`src/rtl/note_sequencer.sv`:
```
// Step sequencer for one nco voice: plays (frequency, duration) steps from a small
// pattern memory, with durations counted in audio sample ticks.
module note_sequencer #(
    parameter int unsigned FREQ_BITS = 22,
    parameter int unsigned DUR_BITS  = 16,
    parameter int unsigned DEPTH     = 16,
    localparam int unsigned ADDR_BITS = $clog2(DEPTH)
) (
    input  logic                 clock,
    input  logic                 reset,
    input  logic                 tick,
    input  logic                 wr_en,
    input  logic [ADDR_BITS-1:0] wr_addr,
    input  logic [FREQ_BITS-1:0] wr_freq,
    input  logic [DUR_BITS-1:0]  wr_dur,
    input  logic [ADDR_BITS:0]   length,
    input  logic                 loop,
    input  logic                 start,
    input  logic                 stop,
    output logic [FREQ_BITS-1:0] freq,
    output logic                 enable,
    output logic                 busy,
    output logic [ADDR_BITS-1:0] step,
    output logic                 done
);

    localparam int unsigned LEN_BITS = ADDR_BITS + 1;
    localparam int unsigned MEM_BITS = FREQ_BITS + DUR_BITS;

    typedef enum logic [1:0] {
        IDLE,
        FETCH,
        PLAY
    } state_t;

    state_t               state, state_d;
    logic [MEM_BITS-1:0]  mem [DEPTH];
    logic [MEM_BITS-1:0]  rd_data;
    logic [FREQ_BITS-1:0] rd_freq;
    logic [DUR_BITS-1:0]  rd_dur;
    logic [DUR_BITS-1:0]  count, count_d;
    logic [LEN_BITS-1:0]  len_r, len_d;
    logic                 loop_r, loop_d;
    logic [FREQ_BITS-1:0] freq_d;
    logic                 enable_d, busy_d, done_d;
    logic [ADDR_BITS-1:0] step_d;
    logic                 advance;
    logic                 last_step;

    assign rd_freq   = rd_data[MEM_BITS-1:DUR_BITS];
    assign rd_dur    = rd_data[DUR_BITS-1:0];
    assign last_step = ({1'b0, step} == (len_r - LEN_BITS'(1)));

    // Pattern memory; the read address is the next step so data is ready during FETCH.
    always_ff @(posedge clock) begin
        if (wr_en) begin
            mem[wr_addr] <= {wr_freq, wr_dur};
        end
        rd_data <= mem[step_d];
    end

    always_ff @(posedge clock) begin
        if (reset) begin
            state  <= IDLE;
            freq   <= '0;
            enable <= 1'b0;
            busy   <= 1'b0;
            step   <= '0;
            done   <= 1'b0;
            count  <= '0;
            len_r  <= '0;
            loop_r <= 1'b0;
        end else begin
            state  <= state_d;
            freq   <= freq_d;
            enable <= enable_d;
            busy   <= busy_d;
            step   <= step_d;
            done   <= done_d;
            count  <= count_d;
            len_r  <= len_d;
            loop_r <= loop_d;
        end
    end

    always_comb begin
        state_d  = state;
        freq_d   = freq;
        enable_d = enable;
        step_d   = step;
        done_d   = 1'b0;
        count_d  = count;
        len_d    = len_r;
        loop_d   = loop_r;
        advance  = 1'b0;

        case (state)
            IDLE: begin
                if (start && !stop && (length != '0)) begin
                    state_d = FETCH;
                    step_d  = '0;
                    len_d   = (length > LEN_BITS'(DEPTH)) ? LEN_BITS'(DEPTH) : length;
                    loop_d  = loop;
                end
            end
            FETCH: begin
                if (rd_dur != '0) begin
                    state_d  = PLAY;
                    freq_d   = rd_freq;
                    enable_d = (rd_freq != '0);
                    count_d  = rd_dur;
                end else begin
                    advance = 1'b1;
                end
            end
            PLAY: begin
                if (tick) begin
                    if (count == DUR_BITS'(1)) begin
                        advance = 1'b1;
                    end else begin
                        count_d = count - DUR_BITS'(1);
                    end
                end
            end
            default: state_d = IDLE;
        endcase

        // Step boundary: next step, wrap, or finish.
        if (advance) begin
            if (!last_step) begin
                step_d  = step + ADDR_BITS'(1);
                state_d = FETCH;
            end else if (loop_r) begin
                step_d  = '0;
                state_d = FETCH;
            end else begin
                state_d  = IDLE;
                freq_d   = '0;
                enable_d = 1'b0;
                done_d   = 1'b1;
            end
        end

        if (stop) begin
            state_d  = IDLE;
            freq_d   = '0;
            enable_d = 1'b0;
            done_d   = 1'b0;
        end

        busy_d = (state_d != IDLE);
    end

endmodule

```
`config.mk`:
```
export PLATFORM = sky130hd
export DESIGN_NAME = note_sequencer
export DESIGN_NICKNAME = d
export VERILOG_FILES = /design/src/rtl/note_sequencer.sv
export SDC_FILE = /design/constraint.sdc
export NUM_CORES = 1
export LEC_CHECK = 0
export BUFFER_PORTS_ARGS = -buffer_cell sky130_fd_sc_hd__buf_2
export CELL_PAD_IN_SITES_DETAIL_PLACEMENT = 0
export CELL_PAD_IN_SITES_GLOBAL_PLACEMENT = 1
export CORE_AREA = 2 2 274 249
export DETAILED_ROUTE_END_ITERATION = 8
export DIE_AREA = 0 0 276 251
export PLACE_DENSITY_LB_ADDON = 0.1
export REMOVE_ABC_BUFFERS = 1
export SETUP_SLACK_MARGIN = 0.3
export SLEW_MARGIN = 5
export SYNTH_ARGS = -nofsm -noshare
export SYNTH_HDL_FRONTEND = slang
export SYNTH_SLANG_ARGS = --single-unit
```
`constraint.sdc`:
```
create_clock -name clock -period 8.22 [get_ports clock]
set_input_delay 0.411 -clock clock [delete_from_list [all_inputs] [get_ports clock]]
set_output_delay 0.411 -clock clock [all_outputs]
set_load 0.01 [all_outputs]
```
# == After elaboration in Yosys (flattened, before gate mapping) ==
# Memory sizes are Yosys's and may differ from the RTL's. A register that Yosys moved wholly into a read port is not among the register bits.
# Cells that the tools add are included.
# totals
reg_bits,53
ram_bits,608
inputBits,54
output_inout_bits,29
n_memories,1
# memory_table
memory,depth,width,read_ports,rd_clocked_by_memory_dff,write_ports,line_no,text
mem,16,38,1,1,1,37,logic [MEM_BITS-1:0] mem [DEPTH];
# classes
addsub,3
n_lt_le_gt_ge,1
eq_ne,7
muxes,34
bitwise,2
n_reduce_logical,13
# op_table
op,n
two-way mux 22 bit,5
two-way mux 16 bit,3
one-hot mux 16 bit (2 select lines),1
nonzero test 22 bit,1
two-way mux 4 bit,5
== test 16 x 1 -> 1 bit (second input constant),1
nonzero test 16 bit,1
subtractor 16 x 1 -> 16 bit (second input constant),1
two-way mux 1 bit,13
two-way mux 2 bit,4
inequality test 2 bit (second input constant),3
one-hot mux 2 bit (3 select lines),1
== test 4 x 5 -> 1 bit,1
> comparator 5 bit (second input constant),1
two-way mux 5 bit,1
nonzero test 5 bit,1
subtractor 5 x 1 -> 5 bit (second input constant),1
adder 4 x 1 -> 4 bit (second input constant),1
AND reduction 4 bit,1
nonzero test 2 bit,2
OR reduction 4 bit,1
== test 2 x 1 -> 1 bit (second input constant),1
== test 2 bit (second input constant),1
logical AND 1 bit,2
other kinds (6),7

# == Logic depth before layout (Yosys ltp) ==
# Gate-level depths: netlist (run 1).
# logic_depth
word_depth,8
mapped_depth,14

# == Worst setup path after synthesis (run 1) ==
# No wires, ideal clock.
# synth_timing
path_kind,input -> register
start,input wr_addr[2]
end,memory mem[0][0] (netlist bit) (enable)
setup_time_ns,0.481
arrival_ns,3.532
t_required_ns,7.739
path_slack_ns,4.208
stages,2
cell_sequence,or3b_2 nor3_1
# synth_rtl
item,line_no,text
start: declaration,13,"input logic [ADDR_BITS-1:0] wr_addr,"
end: declaration,37,
# No word-level cell before the write port.

# == Worst setup path in the final report (run 1) ==
# layout_timing
start,register state[0]
end,register rd_data[6] (read register of mem)
# layout_via
elab_chain_len,5
# layout_lines
item,line_no,text
start: declaration,36,"state_t state, state_d;"
start signal: assignment,74,state <= state_d;
logical NOT 2 bit,97,case (state)
two-way mux 4 bit,97,
two-way mux 4 bit,133,end else if (loop_r) begin
two-way mux 4 bit,130,if (!last_step) begin
two-way mux 4 bit *,129,if (advance) begin
end: declaration,38,logic [MEM_BITS-1:0] rd_data;
# Mark *: on every way between the ends. The rest lies on a longest branch, timed or not.
# A chain may end at the register's enable or synchronous reset.

==> impl_metrics.ini, run 1 <==
[setup_path]
critPathKind = flop to flop
critPathArrivalTime_ps = 5430
worst_path_max_delay_cell = ha_1
critPathBufInv = 2
start_kind = flop
crit_required_ps = 8780
path_delay_family = simple AND/OR/NAND/NOR gates
crit_fanout = 72
critical_path.cell_chain = inv_1, ha_1, nand3_1, o32a_1, or3_4, nand2_4, buf_4, nand2_1, a32oi_1, and4_1
cp-end-kind = flop
max_stage_delay_ps = 870

[worst_hold_path]
hp-class = primary input to flop

[floorplan]
ios = 83
die_x_um = 276
initial_core_util_pct = 41.8
die_area_mm2 = 0.0693
core_area_mm2 = 0.0664
chipHeight_um = 251
rows = 90

[route]
avgRoutedWirePerCell_um = 26.3
ant_nets = 0
routed_via_density = 5.78
drt_iter0_drc = 1370
dr.pass1.iters = 8
drt_wl_total_um = 76100
route.vias.total = 16700
drc_errors = 12

[synthesis]
netlist_instances = 1898
synth-main-ff-cell = edfxtp_1
syn_area_per_cell_um2 = 14.6
synth-edff-count = 608
seq_area_frac_synth_pct = 72.4
yosysWarnings = 0
syn-cell-area_mm2 = 0.0277
ys_ff_latch = 699
async_flop_share_pct = 0
ys_types = 65

[placed_design]
hpwl_um = 35300
place_area_mm2 = 0.0290
port_buffers = 82
place_congestion = 0.735
place_ws_ps = 3370

[sta]
rsz0062_at_grt = no
finalHoldViolCount = 0
finalCriticalPeriod_ps = 4870
slew-limit-headroom_pct = 25.9
finalWorstSetupSlack_ps = 3350
finalSetupViolations = 0
fin_crit_sh_pct = 59.3
tightest_slew_ps = 1110
slew_violations = 0
tns_ps = 0
finClkSkew_ps = 17.4
fmax_mhz = 205

[grt]
grt_pass1_vias = 16700
grt_usage_pct = 22.0
grt_first_pass_wirelength_um = 112000
gr-total-overflow = 0
antenna_found_initial = 6
grt_max_degree = 100

[final_layout]
stdcell_area_mm2 = 0.0315
fin_util_pct = 47.4
drive_above_1_share_pct = 13.8
area_delta_synth_final_pct = 13.4
nNetsFinal = 2019

[run_status]
run_status = finished, violations left
violations = DRC

[pwr]
pwr_density_cell_mw_per_mm2 = 237
p_leak_nw = 11.1
vdd_ir_drop_max_mv = 0.156

[clock_tree]
cts_buffer_depth = 3
clockRootBuffer = clkbuf_16
cts_inserted_buffers = 75
cts.htree.levels = 3
clock-sinks = 699
cts_setup_buffers = 0
clkLatencyLatePin_ps = 620
path_clk_slew_ps = 60
cts_tree = done

[flow_run]
cap_viol_max_count = 0
-- cell usage in the layout, fill, tap and decap left out, types with 10 or more instances in the layout --
master	count
and4_1	38
a32oi_1	76
a211oi_1	153
edfxtp_1	608
nor3_1	14
buf_2	82
nor2_4	14
clkbuf_8	10
inv_1	14
o21ai_0	11
nor2_1	25
a21oi_1	53
clkbuf_16	78
mux2i_1	77
and3_1	154
nand2_1	236
clkinv_2	14
buf_4	33
dfxtp_1	91
clkbuf_1	21
o21bai_1	76
-- per-layer routing --
| metal | global-route usage [%] | routed length [µm] | vias up |
|---|---|---|---|
| met3 | 3.06 | 3490 | 113 |
| met4 | 5.57 | 1560 | 4 |
| li1 | - | - | 7559 |
| met2 | 36.2 | 36100 | 398 |
| met5 | 0 | 24 | - |
| met1 | 30.8 | 34900 | 8648 |
-- final timing paths --
kind         slack [ps]  cells after the start     start          to
min reg2reg         450                      2   freq[7]     freq[7]
max                3350                     10  state[0]  rd_data[6]
max reg2reg        3350                     10  state[0]  rd_data[6]
min                  50                      3      loop      loop_r
-- synthesized netlist by cell type (38+ instances only) --
cell type	number	area share (%)
a21oi_1	53	0.96
buf_2	46	0.83
o21bai_1	76	2.1
a32oi_1	77	2.4
and4_1	38	1.2
and3_1	154	3.5
edfxtp_1	608	66
nand2_1	237	3.2
mux2i_1	77	2.8
nor2_1	39	0.53
a211oi_1	153	4.1
clkbuf_1	60	0.81
dfxtp_1	91	6.6
-- area by class of cell --
type	instances	area, µm²
fill	5836	35000
sequential	699	20100
multi-input combinational	1048	7100
clock buffer	109	2170
tap	874	1090
timing repair buffer	118	708
clock inverter	30	259
inverter	14	52.6
antenna	3	7.51
-- state kept, by name, indices dropped and copies added, names as in the netlist --
name / cells
step: 4
rd_data: 38
len_r: 5
state: 2
done: 1
enable: 1
busy: 1
count: 16
freq: 22
loop_r: 1
mem: 608
-- cell families after synthesis --
| group | after synthesis | share of synthesized area [%] |
|---|---|---|
| buf+inv | 151 | 2.78 |
| compound gates | 415 | 11.2 |
| simple gates | 541 | 10.2 |
| flops | 699 | 72.4 |
| xor+xnor | 6 | 0.189 |
| fa+ha+maj | 9 | 0.406 |
| mux | 77 | 2.78 |
-- worst reg2reg max path: cells and delay by family, from the launching register on --
family,cells,cell delay [ps]
flops,1,340
buf+inv,2,990
simple gates,5,2010
compound gates,2,620
fa+ha+maj,1,870
-- stage by stage --
| stage | hold slack (ps) | power (W) | instances |
|---|---|---|---|
| 5_1_grt | 39.7 | 0.00768 | 2892 |
| 4_1_cts | 25.9 | 0.00752 | 2892 |
| 3_3_place_gp | 443 | 0.00421 | 2752 |
| 3_5_place_dp | 444 | 0.00421 | 2752 |
| 6_report | 47.7 | 0.00746 | 2895 |
| 2_1_floorplan | 426 | 0.00410 | 1761 |
-- what timing repair did --
action	CTS	global route
gates resized for setup	0	0
hold buffers	1	0
setup endpoints to repair	0	0
endpoints found under the hold margin	1	0
-- power by group --
part | internal (W) | switching (W)
Sequential | 0.00393 | 0.0000235
Clock | 0.00193 | 0.00139
Combinational | 0.0000511 | 0.000133
(Power assumes the default switching activity.)
==> run 2: changes to the inputs <==
Settings changed: ABC_AREA from default to 1, CORE_AREA 2 2 274 249 to 2 2 288 262, DIE_AREA 0 0 276 251 to 0 0 290 264.
Clock period 8.22 ns to 4.9 ns, I/O delays scaled along.
==> impl_metrics.ini, run 2 <==
[route]
drt_wl_total_um = 87000
drc_errors = 0
ant_nets = 0
routed_via_density = 5.16
route.vias.total = 21000
dr.pass1.iters = 6
drt_iter0_drc = 1583
avgRoutedWirePerCell_um = 21.4

[final_layout]
antennaDiodeCount = 0
nNetsFinal = 3089
largest_register_ffs = 608
regMostFlops = mem
reg.largest.list = mem: 608 flops, rd_data: 38 flops, freq: 22 flops
layout_commonest_cell = nand3_1
area_delta_synth_final_pct = 13.6
drive_above_1_share_pct = 9.10
layout_common_cells = nand3_1, edfxtp_1, inv_1
fin_util_pct = 47.1
stdcell_area_mm2 = 0.0347

[setup_path]
crit-reg2reg-launch = state[0]
critPathArrivalTime_ps = 3990
crit_required_ps = 5390
crit_fanout = 89
startpoint = state[0]
start_kind = flop
cp-end-kind = flop
critPathKind = flop to flop

[synthesis]
synth_mux_area_share_pct = 0
async_flop_share_pct = 0
synthSimpleGateAreaFrac_pct = 22.5
synthAdderAreaFrac_pct = 0.368
ys_ff_latch = 699
ys_top_cells_by_area = edfxtp_1, nand3_1, inv_1
synth.most_common_cell = nand3_1
synthTopCellsByCount = nand3_1, edfxtp_1, inv_1, nand2_1, nand3b_1
syn-cell-area_mm2 = 0.0306
seq_area_frac_synth_pct = 65.7
syn_area_per_cell_um2 = 10.4
ys_types = 36
synth_top_area_share_pct = 59.7
synth-edff-count = 608
synth-compound-area-share_pct = 1.59
synth_top_area_cell = edfxtp_1
synth-xor-area-share_pct = 0.200
netlist_instances = 2955
yosysWarnings = 0
synth-main-ff-cell = edfxtp_1
synth_top_family_by_area = simple AND/OR/NAND/NOR gates

[grt]
gr-total-overflow = 0
grt_max_degree = 201
antenna_found_initial = 1
grt_pass1_vias = 20300
grt_usage_pct = 22.7
grt_first_pass_wirelength_um = 131000

[clock_tree]
cts_setup_buffers = 0
clockRootBuffer = clkbuf_16
cts_buffer_depth = 3
clkLatencyLatePin_ps = 620
cts_inserted_buffers = 77
path_clk_slew_ps = 60
clock-sinks = 699
cts.htree.levels = 3
cts_tree = done

[flow_run]
cap_viol_max_count = 0

[sta]
finalSetupViolations = 0
finalWorstSetupSlack_ps = 1410
rsz0062_at_grt = no
tightest_slew_ps = 1160
slew_violations = 0
finalCriticalPeriod_ps = 3490
slew-limit-headroom_pct = 22.5
fmax_mhz = 286
finalHoldViolCount = 0
fin_crit_sh_pct = 71.3
finClkSkew_ps = 25.5

[worst_hold_path]
hp-class = primary input to flop
hp-start = wr_dur[10]

[floorplan]
initial_core_util_pct = 41.4
rows = 95
chipHeight_um = 264
core_area_mm2 = 0.0738
die_x_um = 290
die_area_mm2 = 0.0766
ios = 83

[placed_design]
port_buffers = 82
place_congestion = 0.767
place_ws_ps = 1420
hpwl_um = 45400
place_area_mm2 = 0.0319

[pwr]
pwr_density_cell_mw_per_mm2 = 366
p_leak_nw = 14.3
vdd_ir_drop_max_mv = 0.285
p_total_w = 0.0127

[run_status]
run_status = finished clean
## run 2: metal layers
layer / part of all wire [%] / routed length, µm / track usage, % / vias up
met5: 0.0080 / 7 / 0 / -
li1: - / - / - / 10000
met1: 47 / 40900 / 32.3 / 10300
met4: 1.4 / 1220 / 4.32 / 2
met3: 4.7 / 4080 / 3.21 / 89
met2: 47 / 40800 / 37.4 / 512
## run 2: logic make-up after synthesis
kind of cell    after synthesis
simple gates               1442
flops                       699
buf+inv                     710
fa+ha+maj                     9
xor+xnor                      7
compound gates               88
## run 2: worst paths after layout
check	to	slack, ps	cells past startpoint
setup / recovery	rd_data[24]	1410	13
hold / removal	mem[0][10]	40	1
setup reg to reg	rd_data[24]	1410	13
hold reg to reg	count[14]	480	2
## run 2: repair_timing
action	CTS	global route
resized for setup	0	0
hold buffers	35	0
endpoints found under the hold margin	395	0
endpoints found under the setup margin	0	0
## run 2: where the power goes
| part | switching, W | total, W | internal, W |
|---|---|---|---|
| combinational | 0.000285 | 0.000411 | 0.000126 |
| sequential | 0.0000408 | 0.00663 | 0.00659 |
| clock | 0.00238 | 0.00565 | 0.00328 |
## run 2: layout make-up
| cell class | count | area [µm²] |
|---|---|---|
| clock buffer | 105 | 2130 |
| clock inverter | 35 | 308 |
| fill | 6884 | 39100 |
| inverter | 537 | 2020 |
| multi-input combinational | 1546 | 7760 |
| sequential | 699 | 20100 |
| tap | 970 | 1210 |
| timing repair buffer | 165 | 1220 |
## run 2: metrics by stage
step	TNS, ps	std cells	hold slack (ps)
2_1_floorplan	-58380	2782	314
3_3_place_gp	0	3882	463
3_5_place_dp	0	3882	477
4_1_cts	0	4057	0.643
5_1_grt	0	4057	14.2
6_report	0	4057	37.5
## run 2: worst max-delay path: stages (launching register included)
cell and delay (ps):
dfxtp_1 390, inv_1 100, ha_1 450, nand4_1 210, nand2_1 60, nand2_1 240, clkinv_1 240, nand2_1 220
nand2_8 450, buf_4 450, nand3_1 130, nand3_1 130, nand3_1 120, nand2_1 70
